[src/rtl/btn_pkt_pkg.sv]
// Shared constants and types for the button command packet encoder and parser.
package btn_pkt_pkg;

    // ASCII characters used in the controller packet stream
    localparam logic [7:0] CH_BANG = 8'h21;
    localparam logic [7:0] CH_B    = 8'h42;
    localparam logic [7:0] CH_b    = 8'h62;
    localparam logic [7:0] CH_ZERO = 8'h30;
    localparam logic [7:0] CH_ONE  = 8'h31;

    // Packet lengths in bytes, with and without the trailing checksum
    localparam int unsigned PKT_LEN_CRC    = 5;
    localparam int unsigned PKT_LEN_NO_CRC = 4;

    typedef enum logic [1:0] {
        IDLE,
        SEND,
        GAP
    } state_e;

endpackage

[src/rtl/button_packet_encoder.sv]
// Serialises one button event into '!', command, digit, state[, checksum] bytes
// over a valid/ready byte interface toward a UART transmitter.
module button_packet_encoder
    import btn_pkt_pkg::*;
#(
    parameter logic [7:0]  CMD_CHAR   = CH_B,
    parameter bit          SEND_CRC   = 1'b1,
    parameter int unsigned GAP_CYCLES = 16
) (
    input  logic       clk,
    input  logic       rst,
    input  logic       req_valid,
    output logic       req_ready,
    input  logic [2:0] key_val,
    input  logic       press,
    output logic [7:0] tx_data,
    output logic       tx_valid,
    input  logic       tx_ready,
    output logic       busy,
    output logic       done
);

    localparam logic [2:0] LAST_IDX = SEND_CRC ? 3'(PKT_LEN_CRC - 1) : 3'(PKT_LEN_NO_CRC - 1);
    localparam int unsigned CNT_W = (GAP_CYCLES > 1) ? $clog2(GAP_CYCLES) : 1;
    localparam logic [CNT_W-1:0] GAP_LAST = (GAP_CYCLES > 0) ? CNT_W'(GAP_CYCLES - 1) : '0;

    state_e           state_q, state_d;
    logic [2:0]       idx_q, idx_d;
    logic [7:0]       sum_q, sum_d;
    logic [2:0]       key_q, key_d;
    logic             press_q, press_d;
    logic [CNT_W-1:0] gap_q, gap_d;
    logic             done_q, done_d;
    logic [7:0]       byte_cur;
    logic             xfer;

    // Byte multiplexer: select the packet byte for the current index
    always_comb begin
        byte_cur = 8'h00;
        case (idx_q)
            3'd0:    byte_cur = CH_BANG;
            3'd1:    byte_cur = CMD_CHAR;
            3'd2:    byte_cur = CH_ONE + {5'd0, key_q};
            3'd3:    byte_cur = press_q ? CH_ONE : CH_ZERO;
            default: byte_cur = ~sum_q;
        endcase
    end

    assign xfer = (state_q == SEND) && tx_ready;

    // Next-state logic: request latch, byte sequencing, checksum and gap counting
    always_comb begin
        state_d = state_q;
        idx_d   = idx_q;
        sum_d   = sum_q;
        key_d   = key_q;
        press_d = press_q;
        gap_d   = gap_q;
        done_d  = 1'b0;
        unique case (state_q)
            IDLE: begin
                if (req_valid) begin
                    key_d   = key_val;
                    press_d = press;
                    idx_d   = 3'd0;
                    sum_d   = 8'h00;
                    state_d = SEND;
                end
            end
            SEND: begin
                if (xfer) begin
                    sum_d = sum_q + byte_cur;
                    if (idx_q == LAST_IDX) begin
                        done_d  = 1'b1;
                        idx_d   = 3'd0;
                        gap_d   = '0;
                        state_d = (GAP_CYCLES == 0) ? IDLE : GAP;
                    end else begin
                        idx_d = idx_q + 3'd1;
                    end
                end
            end
            GAP: begin
                if (gap_q == GAP_LAST) begin
                    gap_d   = '0;
                    state_d = IDLE;
                end else begin
                    gap_d = gap_q + CNT_W'(1);
                end
            end
            default: state_d = IDLE;
        endcase
    end

    // State registers; reset aborts any packet in flight without a done pulse
    always_ff @(posedge clk or posedge rst) begin
        if (rst) begin
            state_q <= IDLE;
            idx_q   <= 3'd0;
            sum_q   <= 8'h00;
            key_q   <= 3'd0;
            press_q <= 1'b0;
            gap_q   <= '0;
            done_q  <= 1'b0;
        end else begin
            state_q <= state_d;
            idx_q   <= idx_d;
            sum_q   <= sum_d;
            key_q   <= key_d;
            press_q <= press_d;
            gap_q   <= gap_d;
            done_q  <= done_d;
        end
    end

    // Outputs decode straight from state so reset clears them immediately
    always_comb begin
        req_ready = (state_q == IDLE);
        tx_valid  = (state_q == SEND);
        tx_data   = (state_q == SEND) ? byte_cur : 8'h00;
        busy      = (state_q != IDLE);
        done      = done_q;
    end

endmodule

[config.mk]
export PLATFORM = sky130hd
export DESIGN_NAME = button_packet_encoder
export DESIGN_NICKNAME = d
export VERILOG_FILES = /design/src/rtl/btn_pkt_pkg.sv /design/src/rtl/button_packet_encoder.sv
export SDC_FILE = /design/constraint.sdc
export NUM_CORES = 1
export LEC_CHECK = 0
export BUFFER_PORTS_ARGS = -buffer_cell sky130_fd_sc_hd__buf_4
export CAP_MARGIN = 20
export CORE_UTILIZATION = 57
export DETAILED_ROUTE_END_ITERATION = 8
export PLACE_DENSITY = 0.84
export SLEW_MARGIN = 20
export SYNTH_ARGS = -nofsm -noshare
export SYNTH_HDL_FRONTEND = slang
export SYNTH_SLANG_ARGS = --single-unit
[constraint.sdc]
create_clock -name clk -period 3 [get_ports clk]
set_input_delay 0.15 -clock clk [delete_from_list [all_inputs] [get_ports clk]]
set_output_delay 0.15 -clock clk [all_outputs]
set_load 0.01 [all_outputs]
==> flow_summary.json, run 1 <==
{
  "status": "complete, but fails checks",
  "violations": "negative hold slack",
  "max-cap-violations": 0,
  "layout_common_cells": "buf_4 (25), dfrtp_1 (21), nand2_1 (18)",
  "endpoint_kind": "register",
  "h-tree-depth": 1,
  "yosysWarnings": 0,
  "routed_wirelength_um": 3340,
  "fin_skew_ns": 0.00282,
  "hold_viol_final": 7,
  "synth_edf_count": 0,
  "path_clk_slew_ns": 0.13,
  "root_buffer": "clkbuf_4",
  "worst_slack_ns": 0.141,
  "synth_flop_cell": "dfrtp_1",
  "cp_max_fo": 7,
  "final_common_cell": "buf_4",
  "antenna_found_initial": 0,
  "die_area_sq_um": 2900,
  "critPathKind": "reg2reg",
  "syn_area_per_cell_sq_um": 9.65,
  "gp_congestion": 0.862,
  "required_ns": 3.25,
  "synth_seq_area_share": 0.359,
  "first_global_vias": 1212,
  "initial_core_util": 0.614,
  "worst_pin_slew_ns": 0.867,
  "fin_crit_sh": 0.953,
  "dp_hpwl_um": 2440,
  "io_pins": 20,
  "cts_buffers": 3,
  "drive_above_1_share": 0.299,
  "drv_slew": 0,
  "synth_area_leaders": "dfrtp_1 (36%), ha_1 (11%), nand2_1 (4.4%), o21ai_0 (3.9%), mux2_2 (2.9%)",
  "num_vias": 1281,
  "hp-class": "in2async",
  "grt_remaining_overflow": 0,
  "io_buffer_count": 19,
  "rows": 18,
  "tritoncts": "yes",
  "layout.cells.non_filler": 214,
  "pre_cts_ws_ns": 0.122,
  "syn_area_sq_um": 1530,
  "die_x_um": 53.9,
  "drc": 0,
  "max_freq_ghz": 0.350,
  "dp.cells": 206,
  "num-fill-cells": 174,
  "crit_path_start_kind": "register",
  "synth_cell_type_count": 48,
  "period_needed_ns": 2.86,
  "wl_per_cell_um": 15.6,
  "arrival_ns": 3.11,
  "n_antenna_cell": 0,
  "die_y_um": 53.9,
  "slew_headroom": 0.421,
  "core-area_sq_um": 2500,
  "ctsHoldBuffers": 0,
  "drt_first_iter_violations": 39,
  "grt_max_degree": 23,
  "syn_nets": 182,
  "firstDrtPassIters": 4,
  "netlist.area_leader.share": 0.359,
  "multi_input_area_sq_um": 947,
  "fin_nets": 208,
  "clk_latency_ns": 0.32,
  "syn2layout_area_growth_pct": 17.5,
  "clock_path_buffers": 2,
  "grt_pass1_wl_um": 5460,
  "cts_sinks": 22,
  "postRouteAntennaNets": 0,
  "grt_use_total": 0.265,
  "register_area_sq_um": 552,
  "synth.largest_area_cell": "dfrtp_1",
  "via_per_inst": 5.99,
  "ys_async_sr_fraction": 1.00,
  "ys_seq_elements": 22,
  "finalSetupViolCount": 0,
  "netlist_instances": 159,
  "holdWs_ns": -0.00382
}
[flip-flops by register name (all words and copies together) (netlist names)]
| name | cells |
|---|---|
| done | 1 |
| key_q | 3 |
| sum_q | 8 |
| press_q | 1 |
| gap_q | 4 |
| idx_q | 3 |
| state_q | 2 |
[layout make-up]
class,instances,area share
Multi-Input combinational cell,122,0.526
Sequential cell,22,0.306
Timing Repair Buffer,25,0.104
Inverter,11,0.0229
Tap cell,30,0.0208
Clock buffer,4,0.0201
[logic make-up (layout without fill, tap and decap cells)]
family	after synthesis	in the layout	share of synthesized area
DFF	22	22	0.359
adders and majority gates	15	15	0.127
muxes	7	7	0.0522
buffers and inverters	15	40	0.0481
xor gates and xnor gates	2	2	0.0114
AOI/OAI and AO/OA	46	46	0.218
and+or+nand+nor	52	52	0.184
[through the flow]
step	hold slack, ns	cell area [sq um]	TNS (ns)	utilization
after global placement	0.357	1700	0	0.679
final	-0.00382	1800	0	0.721
after global routing	0.0463	1800	-0.000674	0.721
after detailed placement	0.374	1700	0	0.679
after CTS	0.0175	1730	0	0.693
after floorplan	0.139	1530	0	-
[worst max-delay path: stages, from the launching register on]
cell and delay (ns):
dfrtp_1 0.45, buf_4 0.16, ha_4 0.17, nor3_2 0.20, o21ai_2 0.15, o211ai_1 0.24
ha_1 0.33, a211oi_1 0.26, o21ai_0 0.13, a41oi_2 0.24, mux2_4 0.33, o211ai_2 0.14
[worst paths after layout]
check                                      from                    to  slack [ns]  cells after the start
max in group asynchronous                   rst  idx_q[0]$_DFFE_PP0P_        2.41                      2
setup reg to reg           idx_q[1]$_DFFE_PP0P_  sum_q[7]$_DFFE_PP0P_        0.14                     11
hold / removal                              rst  sum_q[2]$_DFFE_PP0P_      -0.004                      2
hold reg to reg            gap_q[3]$_DFFE_PP0P_  gap_q[3]$_DFFE_PP0P_        0.52                      1
min in group clk                     key_val[1]  key_q[1]$_DFFE_PP0P_        0.05                      2
setup / recovery           idx_q[1]$_DFFE_PP0P_  sum_q[7]$_DFFE_PP0P_        0.14                     11
[per-layer routing]
metal  up-vias  share of wire  GRT usage  routed length, um
li1        617              -          -                  -
met1       637           0.46      0.346               1530
met2        23           0.50      0.447               1670
met3         4          0.031     0.0311                104
met4         0         0.0081      0.101                 27
met5         -              0          0                  0
[synth_stat cells (2+ instances only)]
cell type and instances:
o21ai_2 2, buf_2 2, nand3_1 2, mux2_2 4, nor2_1 6, nand2b_1 2
o21ai_0 12, dfrtp_1 22, a211oi_1 2, o21ai_1 2, mux2i_1 2, nor3b_1 2
nor2b_1 5, o22ai_1 2, and2_1 6, inv_1 11, a21o_1 2, nand4_1 2
nor3_1 3, a21oi_1 6, o31ai_1 2, nand2_1 18, buf_6 2, o21bai_1 3
ha_1 14
[timing repair]
| action | CTS | global route |
|---|---|---|
| gates resized for setup | 0 | 12 |
| buffers inserted | 0 | 4 |
| setup endpoints to repair | 0 | 3 |
Power of run 1 is not shown: default switching activity piles up to over one toggle a cycle in this logic, so the estimate is an artifact.
==> run 2, diff against run 1 <==
--- a/config.mk
+++ b/config.mk
@@ -5,11 +5,12 @@
 export SDC_FILE = /design/constraint.sdc
 export NUM_CORES = 1
 export LEC_CHECK = 0
+export ABC_AREA = 1
 export BUFFER_PORTS_ARGS = -buffer_cell sky130_fd_sc_hd__buf_4
 export CAP_MARGIN = 20
-export CORE_UTILIZATION = 57
+export CORE_UTILIZATION = 50
 export DETAILED_ROUTE_END_ITERATION = 8
-export PLACE_DENSITY = 0.84
+export PLACE_DENSITY = 0.75
 export SLEW_MARGIN = 20
 export SYNTH_ARGS = -nofsm -noshare
 export SYNTH_HDL_FRONTEND = slang
==> run 2 against run 1 <==
Effect of this change:
- the run still ends with negative hold slack left
- worst hold slack got worse by 0.012 ns
- register-to-register slack improved by 0.19 ns
- global-route usage decreased by 5.9 points
- maximum frequency increased by 7.1%
- synthesized cell count increased by 40%
- flip-flop and latch count unchanged
- clock-buffer cell count decreased by 1
- die area increased by 18%
- worst setup slack improved by 0.19 ns
- clock skew about the same
- critical path depth increased by 7
- via count increased by 6.9%
- critical path type unchanged
==> flow_summary.json, run 2 <==
{
  "status": "complete, but fails checks",
  "violations": "negative hold slack",
  "ys_seq_elements": 22,
  "clock_path_buffers": 2,
  "hp-class": "in2async",
  "clk_latency_ns": 0.32,
  "path_delay_family": "simple AND/OR/NAND/NOR gates",
  "routed_wirelength_um": 3030,
  "tns_ns": 0,
  "rr_endpoint": "sum_q[6]$_DFFE_PP0P_",
  "initial_core_util": 0.525,
  "cts_buffers": 3,
  "grt_use_total": 0.206,
  "via_per_inst": 4.75,
  "place_area_sq_um": 1780,
  "netlist.area_leader.share": 0.343,
  "final_common_cell": "nand2_1",
  "stdcell_area_sq_um": 1840,
  "cp_common_cell": "nand2_1",
  "grt_remaining_overflow": 0,
  "grt_max_degree": 23,
  "fin_skew_ns": 0.00324,
  "rsz0062_at_grt": "no",
  "fin_nets": 268,
  "rrSetupSlack_ns": 0.33,
  "crit_slowest_cell": "dfrtp_1",
  "holdWs_ns": -0.0153,
  "required_ns": 3.23,
  "h-tree-depth": 1,
  "worst_pin_slew_ns": 0.842,
  "post-synth-top-count-cell": "nand2_1",
  "firstDrtPassIters": 4,
  "syn_area_sq_um": 1600,
  "netlist_instances": 223,
  "io_pins": 20,
  "synth_cell_type_count": 28,
  "slowest_delay_ns": 0.45,
  "cp_max_fo": 5,
  "die_area_sq_um": 3440,
  "num-fill-cells": 298,
  "drt_first_iter_violations": 35,
  "n_antenna_cell": 0,
  "largest_reg_flops": 8,
  "syn2layout_area_growth_pct": 14.4,
  "period_needed_ns": 2.67,
  "wl_per_cell_um": 10.5,
  "postRouteAntennaNets": 0,
  "finalSetupViolCount": 0,
  "top_regs": "sum_q: 8 flops, gap_q: 4 flops",
  "cts_resized": 0,
  "cp-startpoint": "idx_q[0]$_DFFE_PP0P_",
  "dp_hpwl_um": 2340,
  "layout.cells.non_filler": 288,
  "crit_chain": "inv_1, ha_1, o21ai_0, inv_1, nor2_1, nand2_1, nand2_1, ha_1, inv_1, fa_1, inv_1, nand2_1, nand2_1, nand3b_1, nand2_1, nand2_1, nand3_1, nand2_1",
  "die_x_um": 58.6,
  "root_buffer": "clkbuf_4",
  "num_vias": 1369,
  "worst_r2r_startpoint": "idx_q[0]$_DFFE_PP0P_",
  "r2r_cells": 18,
  "drv_slew": 0,
  "post_cts_buffers": 0,
  "tritoncts": "yes",
  "regMostFlops": "sum_q",
  "critPathKind": "reg2reg",
  "fin_crit_sh": 0.890,
  "synth_flop_cell": "dfrtp_1",
  "synth_edf_count": 0,
  "die_y_um": 58.6,
  "syn_area_per_cell_sq_um": 7.19,
  "max_freq_ghz": 0.374,
  "slew_headroom": 0.438,
  "synth_area_leaders": "dfrtp_1 (34%), nand2_1 (16%), ha_1 (11%), inv_1 (9.6%), a21oi_1 (3.7%)",
  "gp_congestion": 0.838,
  "io_buffer_count": 19,
  "endpoint_kind": "register",
  "ctsHoldBuffers": 0,
  "ys_async_sr_fraction": 1.00,
  "grt_pass1_wl_um": 5390,
  "drive_above_1_share": 0.160,
  "path_clk_slew_ns": 0.13,
  "rows": 20,
  "arrival_ns": 2.90,
  "antenna_found_initial": 0,
  "syn_nets": 246,
  "max-cap-violations": 0,
  "first_global_vias": 1249,
  "drc": 0,
  "dp.cells": 284,
  "core-area_sq_um": 3050,
  "yosysWarnings": 0,
  "synthTopCellsByCount": "nand2_1 (70), inv_1 (41), dfrtp_1 (22)",
  "layout_common_cells": "nand2_1 (70), inv_1 (41), dfrtp_1 (22)",
  "synth_seq_area_share": 0.343,
  "synth.largest_area_cell": "dfrtp_1",
  "hold_viol_final": 22,
  "crit_buf_inv": 4,
  "crit_path_start_kind": "register",
  "cts_sinks": 22
}
==> run 2: worst max-delay path by stage <==
stage | end | slack [ns] | depth (start not counted)
after floorplan | sum_q[6]$_DFFE_PP0P_ | 0.61 | 18
after detailed placement | sum_q[6]$_DFFE_PP0P_ | 0.42 | 18
after global placement | sum_q[6]$_DFFE_PP0P_ | 0.49 | 18
final | sum_q[6]$_DFFE_PP0P_ | 0.33 | 18
after global routing | sum_q[6]$_DFFE_PP0P_ | 0.03 | 18
after CTS | sum_q[6]$_DFFE_PP0P_ | 0.36 | 18
==> run 2: worst register-to-register path: stages (launching register included) <==
cell and delay [ns]:
dfrtp_1 0.45, inv_1 0.09, ha_1 0.24, o21ai_0 0.22, inv_1 0.09, nor2_1 0.18
nand2_1 0.09, nand2_1 0.08, ha_1 0.16, inv_1 0.06, fa_1 0.37, inv_1 0.07
nand2_1 0.06, nand2_1 0.10, nand3b_1 0.11, nand2_1 0.07, nand2_1 0.05, nand3_1 0.06
nand2_1 0.05
==> run 2: final cells by class <==
| type | instances | area [sq um] | share of cell area |
|---|---|---|---|
| sequential | 22 | 551 | 0.300 |
| timing repair buffer | 19 | 143 | 0.0777 |
| multi-input combinational | 155 | 870 | 0.474 |
| inverter | 44 | 165 | 0.0900 |
| clock buffer | 3 | 22.5 | 0.0123 |
| clock inverter | 1 | 30.0 | 0.0164 |
| tap | 44 | 55.1 | 0.0300 |
==> run 2: stage by stage <==
step,util,setup WS (ns)
global placement,0.584,0.494
global route,0.601,0.0282
detailed placement,0.584,0.417
floorplan,-,0.606
finish,0.601,0.329
CTS,0.601,0.357
==> run 2: cell families after synthesis <==
logic type | Yosys count | synth area share
simple gates | 110 | 0.307
buf+inv | 46 | 0.115
compound gates | 29 | 0.108
flops | 22 | 0.343
fa+ha+maj | 15 | 0.122
xor+xnor | 1 | 0.00546
==> run 2: metal layers <==
metal,part of all wire,up-vias,track usage
li1,-,735,-
met1,0.50,609,0.282
met2,0.46,21,0.335
met3,0.026,4,0.0264
met4,0.010,0,0.0782
met5,0,-,0
Power of run 2 is left out for the same reason.
